==> config.mk <==
export PLATFORM = sky130hd
export DESIGN_NAME = cache_tag_ctrl
export DESIGN_NICKNAME = d
export VERILOG_FILES = /design/src/rtl/cache_tag_ctrl.sv
export SDC_FILE = /design/constraint.sdc
export NUM_CORES = 1
export LEC_CHECK = 0
export ABC_AREA = 1
export CAP_MARGIN = 20
export CORE_AREA = 2 2 117 119
export DETAILED_ROUTE_END_ITERATION = 16
export DIE_AREA = 0 0 119 121
export GPL_TIMING_DRIVEN = 0
export MAX_ROUTING_LAYER = met4
export PLACE_DENSITY = 0.87
export SLEW_MARGIN = 20
export SYNTH_ARGS = -nofsm -noshare
export SYNTH_HDL_FRONTEND = slang
export SYNTH_SLANG_ARGS = --single-unit
==> constraint.sdc <==
create_clock -name clk -period 6.6 [get_ports clk]
set_input_delay 1.65 -clock clk [delete_from_list [all_inputs] [get_ports clk]]
set_output_delay 1.65 -clock clk [all_outputs]
set_load 0.01 [all_outputs]
==> src/rtl/cache_tag_ctrl.sv <==
// cache_tag_ctrl: request capture and direct-mapped tag lookup stage feeding cache_fsm.
// Holds tag/valid/dirty arrays, produces hit/victim status and a one-cycle start pulse.
// Optional feature macro: REQ_QUEUE_EN (one-entry pending request buffer while busy).
module cache_tag_ctrl #(
    parameter int unsigned ADDR_W   = 16,
    parameter int unsigned OFFSET_W = 4,
    parameter int unsigned INDEX_W  = 3,
    parameter int unsigned CNT_W    = 16,
    localparam int unsigned TAG_W   = ADDR_W - INDEX_W - OFFSET_W
) (
    input  logic               clk,
    input  logic               rst,
    input  logic               cs,
    input  logic               wr_rd_cpu,
    input  logic [ADDR_W-1:0]  addr_cpu,
    input  logic               rdy,
    input  logic               valid,
    input  logic               dirty,
    output logic               busy,
    output logic               cs_sampled_dly,
    output logic               wr_rd_cpu_q,
    output logic               hit,
    output logic               dirty_input,
    output logic [TAG_W-1:0]   tag_q,
    output logic [INDEX_W-1:0] index_q,
    output logic [TAG_W-1:0]   victim_tag,
    output logic [CNT_W-1:0]   hit_count,
    output logic [CNT_W-1:0]   miss_count
);

    localparam int unsigned NUM_LINES = 1 << INDEX_W;

    typedef enum logic [1:0] {
        S_IDLE   = 2'd0,
        S_LOOKUP = 2'd1,
        S_WAIT   = 2'd2
    } state_t;

    state_t             state_q, state_d;
    logic               busy_q, busy_d;
    logic               cs_sampled_dly_q, cs_sampled_dly_d;
    logic               wr_rd_cpu_d;
    logic               hit_q, hit_d;
    logic               dirty_input_q, dirty_input_d;
    logic [TAG_W-1:0]   tag_d;
    logic [INDEX_W-1:0] index_d;
    logic [TAG_W-1:0]   victim_tag_q, victim_tag_d;
    logic [CNT_W-1:0]   hit_count_q, hit_count_d;
    logic [CNT_W-1:0]   miss_count_q, miss_count_d;

    logic [TAG_W-1:0]     tag_mem_q [NUM_LINES];
    logic [TAG_W-1:0]     tag_mem_d [NUM_LINES];
    logic [NUM_LINES-1:0] valid_mem_q, valid_mem_d;
    logic [NUM_LINES-1:0] dirty_mem_q, dirty_mem_d;

    logic [TAG_W-1:0]   req_tag_c;
    logic [INDEX_W-1:0] req_index_c;
    logic               unused_offset;

`ifdef REQ_QUEUE_EN
    logic               pend_v_q, pend_v_d;
    logic               pend_wr_q, pend_wr_d;
    logic [TAG_W-1:0]   pend_tag_q, pend_tag_d;
    logic [INDEX_W-1:0] pend_index_q, pend_index_d;
`endif

    // Split the incoming CPU address into tag and index; offset is not needed here
    assign req_tag_c     = addr_cpu[ADDR_W-1 -: TAG_W];
    assign req_index_c   = addr_cpu[OFFSET_W +: INDEX_W];
    assign unused_offset = ^addr_cpu[OFFSET_W-1:0];

    assign busy           = busy_q;
    assign cs_sampled_dly = cs_sampled_dly_q;
    assign hit            = hit_q;
    assign dirty_input    = dirty_input_q;
    assign victim_tag     = victim_tag_q;
    assign hit_count      = hit_count_q;
    assign miss_count     = miss_count_q;

    // Capture FSM: next state, lookup results and statistics
    always_comb begin
        state_d          = state_q;
        busy_d           = busy_q;
        cs_sampled_dly_d = 1'b0;
        wr_rd_cpu_d      = wr_rd_cpu_q;
        hit_d            = hit_q;
        dirty_input_d    = dirty_input_q;
        tag_d            = tag_q;
        index_d          = index_q;
        victim_tag_d     = victim_tag_q;
        hit_count_d      = hit_count_q;
        miss_count_d     = miss_count_q;
`ifdef REQ_QUEUE_EN
        pend_v_d         = pend_v_q;
        pend_wr_d        = pend_wr_q;
        pend_tag_d       = pend_tag_q;
        pend_index_d     = pend_index_q;
`endif
        unique case (state_q)
            S_IDLE: begin
                if (cs) begin
                    tag_d       = req_tag_c;
                    index_d     = req_index_c;
                    wr_rd_cpu_d = wr_rd_cpu;
                    busy_d      = 1'b1;
                    state_d     = S_LOOKUP;
                end
            end
            S_LOOKUP: begin
                hit_d            = valid_mem_q[index_q] && (tag_mem_q[index_q] == tag_q);
                dirty_input_d    = valid_mem_q[index_q] && dirty_mem_q[index_q];
                victim_tag_d     = tag_mem_q[index_q];
                cs_sampled_dly_d = 1'b1;
                if (hit_d) begin
                    if (hit_count_q != '1) hit_count_d = hit_count_q + CNT_W'(1);
                end else begin
                    if (miss_count_q != '1) miss_count_d = miss_count_q + CNT_W'(1);
                end
                state_d = S_WAIT;
            end
            S_WAIT: begin
                if (rdy) begin
`ifdef REQ_QUEUE_EN
                    if (pend_v_q) begin
                        // Hand the buffered request straight to lookup; busy stays set
                        tag_d       = pend_tag_q;
                        index_d     = pend_index_q;
                        wr_rd_cpu_d = pend_wr_q;
                        pend_v_d    = 1'b0;
                        state_d     = S_LOOKUP;
                    end else if (cs) begin
                        tag_d       = req_tag_c;
                        index_d     = req_index_c;
                        wr_rd_cpu_d = wr_rd_cpu;
                        state_d     = S_LOOKUP;
                    end else begin
                        busy_d  = 1'b0;
                        state_d = S_IDLE;
                    end
`else
                    busy_d  = 1'b0;
                    state_d = S_IDLE;
`endif
                end
            end
            default: begin
                state_d = S_IDLE;
                busy_d  = 1'b0;
            end
        endcase
`ifdef REQ_QUEUE_EN
        // First request arriving while busy is buffered; later ones are dropped
        if (busy_q && cs && !pend_v_q && !(state_q == S_WAIT && rdy)) begin
            pend_v_d     = 1'b1;
            pend_wr_d    = wr_rd_cpu;
            pend_tag_d   = req_tag_c;
            pend_index_d = req_index_c;
        end
`endif
    end

    // Array updates from fill/dirty strobes; dirty strobe wins over the valid clear
    always_comb begin
        tag_mem_d   = tag_mem_q;
        valid_mem_d = valid_mem_q;
        dirty_mem_d = dirty_mem_q;
        if (valid) begin
            tag_mem_d[index_q]   = tag_q;
            valid_mem_d[index_q] = 1'b1;
            dirty_mem_d[index_q] = 1'b0;
        end
        if (dirty) begin
            dirty_mem_d[index_q] = 1'b1;
        end
    end

    // State, outputs and arrays; async reset clears everything
    always_ff @(posedge clk or posedge rst) begin
        if (rst) begin
            state_q          <= S_IDLE;
            busy_q           <= 1'b0;
            cs_sampled_dly_q <= 1'b0;
            wr_rd_cpu_q      <= 1'b0;
            hit_q            <= 1'b0;
            dirty_input_q    <= 1'b0;
            tag_q            <= '0;
            index_q          <= '0;
            victim_tag_q     <= '0;
            hit_count_q      <= '0;
            miss_count_q     <= '0;
            tag_mem_q        <= '{default: '0};
            valid_mem_q      <= '0;
            dirty_mem_q      <= '0;
        end else begin
            state_q          <= state_d;
            busy_q           <= busy_d;
            cs_sampled_dly_q <= cs_sampled_dly_d;
            wr_rd_cpu_q      <= wr_rd_cpu_d;
            hit_q            <= hit_d;
            dirty_input_q    <= dirty_input_d;
            tag_q            <= tag_d;
            index_q          <= index_d;
            victim_tag_q     <= victim_tag_d;
            hit_count_q      <= hit_count_d;
            miss_count_q     <= miss_count_d;
            tag_mem_q        <= tag_mem_d;
            valid_mem_q      <= valid_mem_d;
            dirty_mem_q      <= dirty_mem_d;
        end
    end

`ifdef REQ_QUEUE_EN
    // Pending request buffer
    always_ff @(posedge clk or posedge rst) begin
        if (rst) begin
            pend_v_q     <= 1'b0;
            pend_wr_q    <= 1'b0;
            pend_tag_q   <= '0;
            pend_index_q <= '0;
        end else begin
            pend_v_q     <= pend_v_d;
            pend_wr_q    <= pend_wr_d;
            pend_tag_q   <= pend_tag_d;
            pend_index_q <= pend_index_d;
        end
    end
`endif

endmodule

==> results.yml <==
worst_hold_path:
  holdPathStages: 2
  worstHoldPathType: "reg2reg"
  hold_path_startpoint: "valid_mem_q[2]"
run_status:
  status: "finished, final reports clean"
route:
  viasPerCell: 5.42
  vias: 6746
  ant_nets: 0
  first_pass_iters: 6
  wirelength_um: 19000
  first_iter_violations: 788
  drc: 0
  wl_per_cell_um: 15.3
yosys:
  synth_top_area_share_pct: 50.3
  synth-seq-cells: 148
  netlist_top_cells_area: "dfrtp_1 50%, nand2_1 17%, o21ai_0 7.4%, inv_1 6.3%, nand3_1 4.1%"
  syn_nets: 985
  yosysWarnings: 0
  netlist_area_sq_um: 7360
  synth_area_per_cell_sq_um: 7.66
  synth.yosys.seq_area_share_pct: 50.3
  synth_cell_types: 34
  syn-instance-count: 960
  synth_area_leader_cell: "dfrtp_1"
floorplan:
  coreArea_sq_um: 13100
  die_area_sq_um: 14400
  fp-row-count: 42
  die_w_um: 119
  ios: 81
  die_h_um: 121
  start_util_pct: 56.2
timing:
  final_critical_path_setup_slack_ns: 3.29
  fmax_mhz: 302
  tns_ns: 0
  fin_crit_ns: 3.31
  slew_violations: 0
  rsz0062_at_grt: "no"
  fin_crit_sh_pct: 50.1
  fin_skew_ns: 0.00727
  hold_viol_final: 0
  slew_headroom_pct: 52.6
  tightestPinTransition_ns: 0.708
  setup_viol: 0
clock_network:
  cts_tree: "done"
  post_cts_buffers: 0
  cts_root_buf: "clkbuf_16"
  cts_buffers: 17
  postCtsResizedCells: 0
  path_clk_slew_ns: 0.06
  cts_hold_buffers: 0
  htree_levels: 4
  worstSkewPairLatency_ns: 0.44
  cts_sinks: 148
  cts_buffer_depth: 2
finish:
  final_nets: 1081
  nFillCells: 1016
  stdcell_area_sq_um: 9000
  final_cells: 1245
  final_layout_size_suffix_gt1_share_pct: 7.39
  antenna_cells: 0
  area_growth_pct: 22.4
placed_design:
  place_area_sq_um: 8370
  io_buffers: 76
  dp_slack_ns: 2.94
  dp_hpwl_um: 13300
  placed_cells: 1213
  routabilityCongestion: 0.927
setup_path:
  path_class: "in2reg"
  rr_worst_depth: 17
  critPathLaunch: "valid"
  worstSetupStartpointType: "input port"
  required_ns: 6.89
  r2r-start: "index_q[0]"
  end_kind: "flip-flop"
  crit_fanout: 10
  crit_arrival_ns: 3.60
power:
  p_total_w: 0.00417
  ir_drop_mv: 0.251
  power.density_nw_per_um2: 463
  leakage_nw: 4.34
global_route:
  grt_pass1_vias: 6477
  grt_overflow_total: 0
  grt_first_pass_wirelength_um: 31100
  antenna_found_initial: 0
  grt_max_degree: 86
  gr-usage-all-layers_pct: 28.4
job:
  cap_violations: 0
==> critical path: stages <==
cell             delay, ns
clkdlybuf4s50_1       0.46
clkinv_1              0.22
nor2_1                0.63
clkbuf_1              0.47
o22ai_1               0.16
==> synth_stat cells <==
library cell  number
nor4_1             1
buf_4              4
nand4_2            1
nand4_1            9
clkinv_1           3
nor2_1            49
o21ai_2            8
inv_1            123
nand3b_1           2
o22ai_1            7
nand2_4            2
o21ai_0          109
or2_2              4
inv_2              3
nor2_2             6
nand2_1          338
o211ai_1           2
xor2_1             8
o211ai_2           1
a31oi_1            4
nor2_4             2
o2111ai_1          1
nor3_2             1
clkbuf_1          18
nor3_1            18
dfrtp_1          148
o21a_1             1
ha_1               2
buf_6              6
xnor2_1            9
o31ai_1            1
buf_2              7
o21ai_1            2
nand3_1           60
==> power by group <==
part           switching [W]  internal [W]
logic                0.00110      0.000608
clock network       0.000373      0.000651
registers           0.000190       0.00124
==> kinds of logic (layout without fill, tap and decap cells) <==
family          Yosys count  count (layout)  share of synthesized area, %
flops                   148             148                          50.3
simple gates            493             493                          27.9
buf+inv                 164             273                          9.30
xor+xnor                 17              17                          2.02
compound gates          136             136                          10.1
fa+ha+maj                 2               2                         0.340
==> layer usage <==
metal  part of all wire, %  track usage (%)  vias up  wire length [um]
met5                     0                -        -                 0
met4                   2.9             12.0        0               548
met3                   7.9             5.22       63              1490
met2                    48             44.5      302              9050
met1                    42             36.9     3174              7930
li1                      -                -     3207                 -
==> cell type report <==
cell class	instances	area (sq um)	share of cell area, %
clock buffer	23	508	5.64
multi-input combinational	648	2970	33.0
sequential	148	3700	41.1
timing repair buffer	77	788	8.75
inverter	129	492	5.46
tap	176	220	2.45
buffer	35	200	2.22
clock inverter	9	123	1.36
==> layout by cell type (no fill, tap or decap), types with 3 or more instances in the layout <==
cell type        instances
nand2_1                338
dfrtp_1                148
inv_1                  122
o21ai_0                109
clkdlybuf4s50_1         76
nand3_1                 60
nor2_1                  49
nor3_1                  18
clkbuf_1                18
clkbuf_16               17
xnor2_1                  9
nand4_1                  9
xor2_1                   8
o21ai_2                  8
buf_2                    7
o22ai_1                  7
nor2_2                   6
buf_6                    6
clkbuf_8                 6
clkinv_2                 5
buf_4                    4
or2_2                    4
a31oi_1                  4
clkinv_1                 3
inv_2                    3
bufinv_16                3
==> flip-flops by register name (all words and copies together) (netlist names), 2 cells and up <==
name / flops
dirty_mem_q: 8
hit_count: 16
index_q: 3
miss_count: 16
state_q: 2
tag_mem_q: 72
tag_q: 9
valid_mem_q: 8
victim_tag: 9
==> per-stage QoR <==
stage	util [%]	hold WS (ns)
final	68.8	0.457
after global routing	68.8	0.469
after CTS	68.8	0.456
after detailed placement	64.0	0.436
after global placement	63.7	0.430
after floorplan	-	0.419
==> path summary, 6_finish.rpt <==
path,end,slack (ns)
hold / removal,valid_mem_q[2],0.46
setup / recovery,dirty_mem_q[0],3.29
hold reg to reg,valid_mem_q[2],0.46
min in group asynchronous,victim_tag[4],1.66
max in group asynchronous,tag_mem_q[35],4.18
setup reg to reg,hit_count[7],3.83
Power figures use the tool's default switching activity.
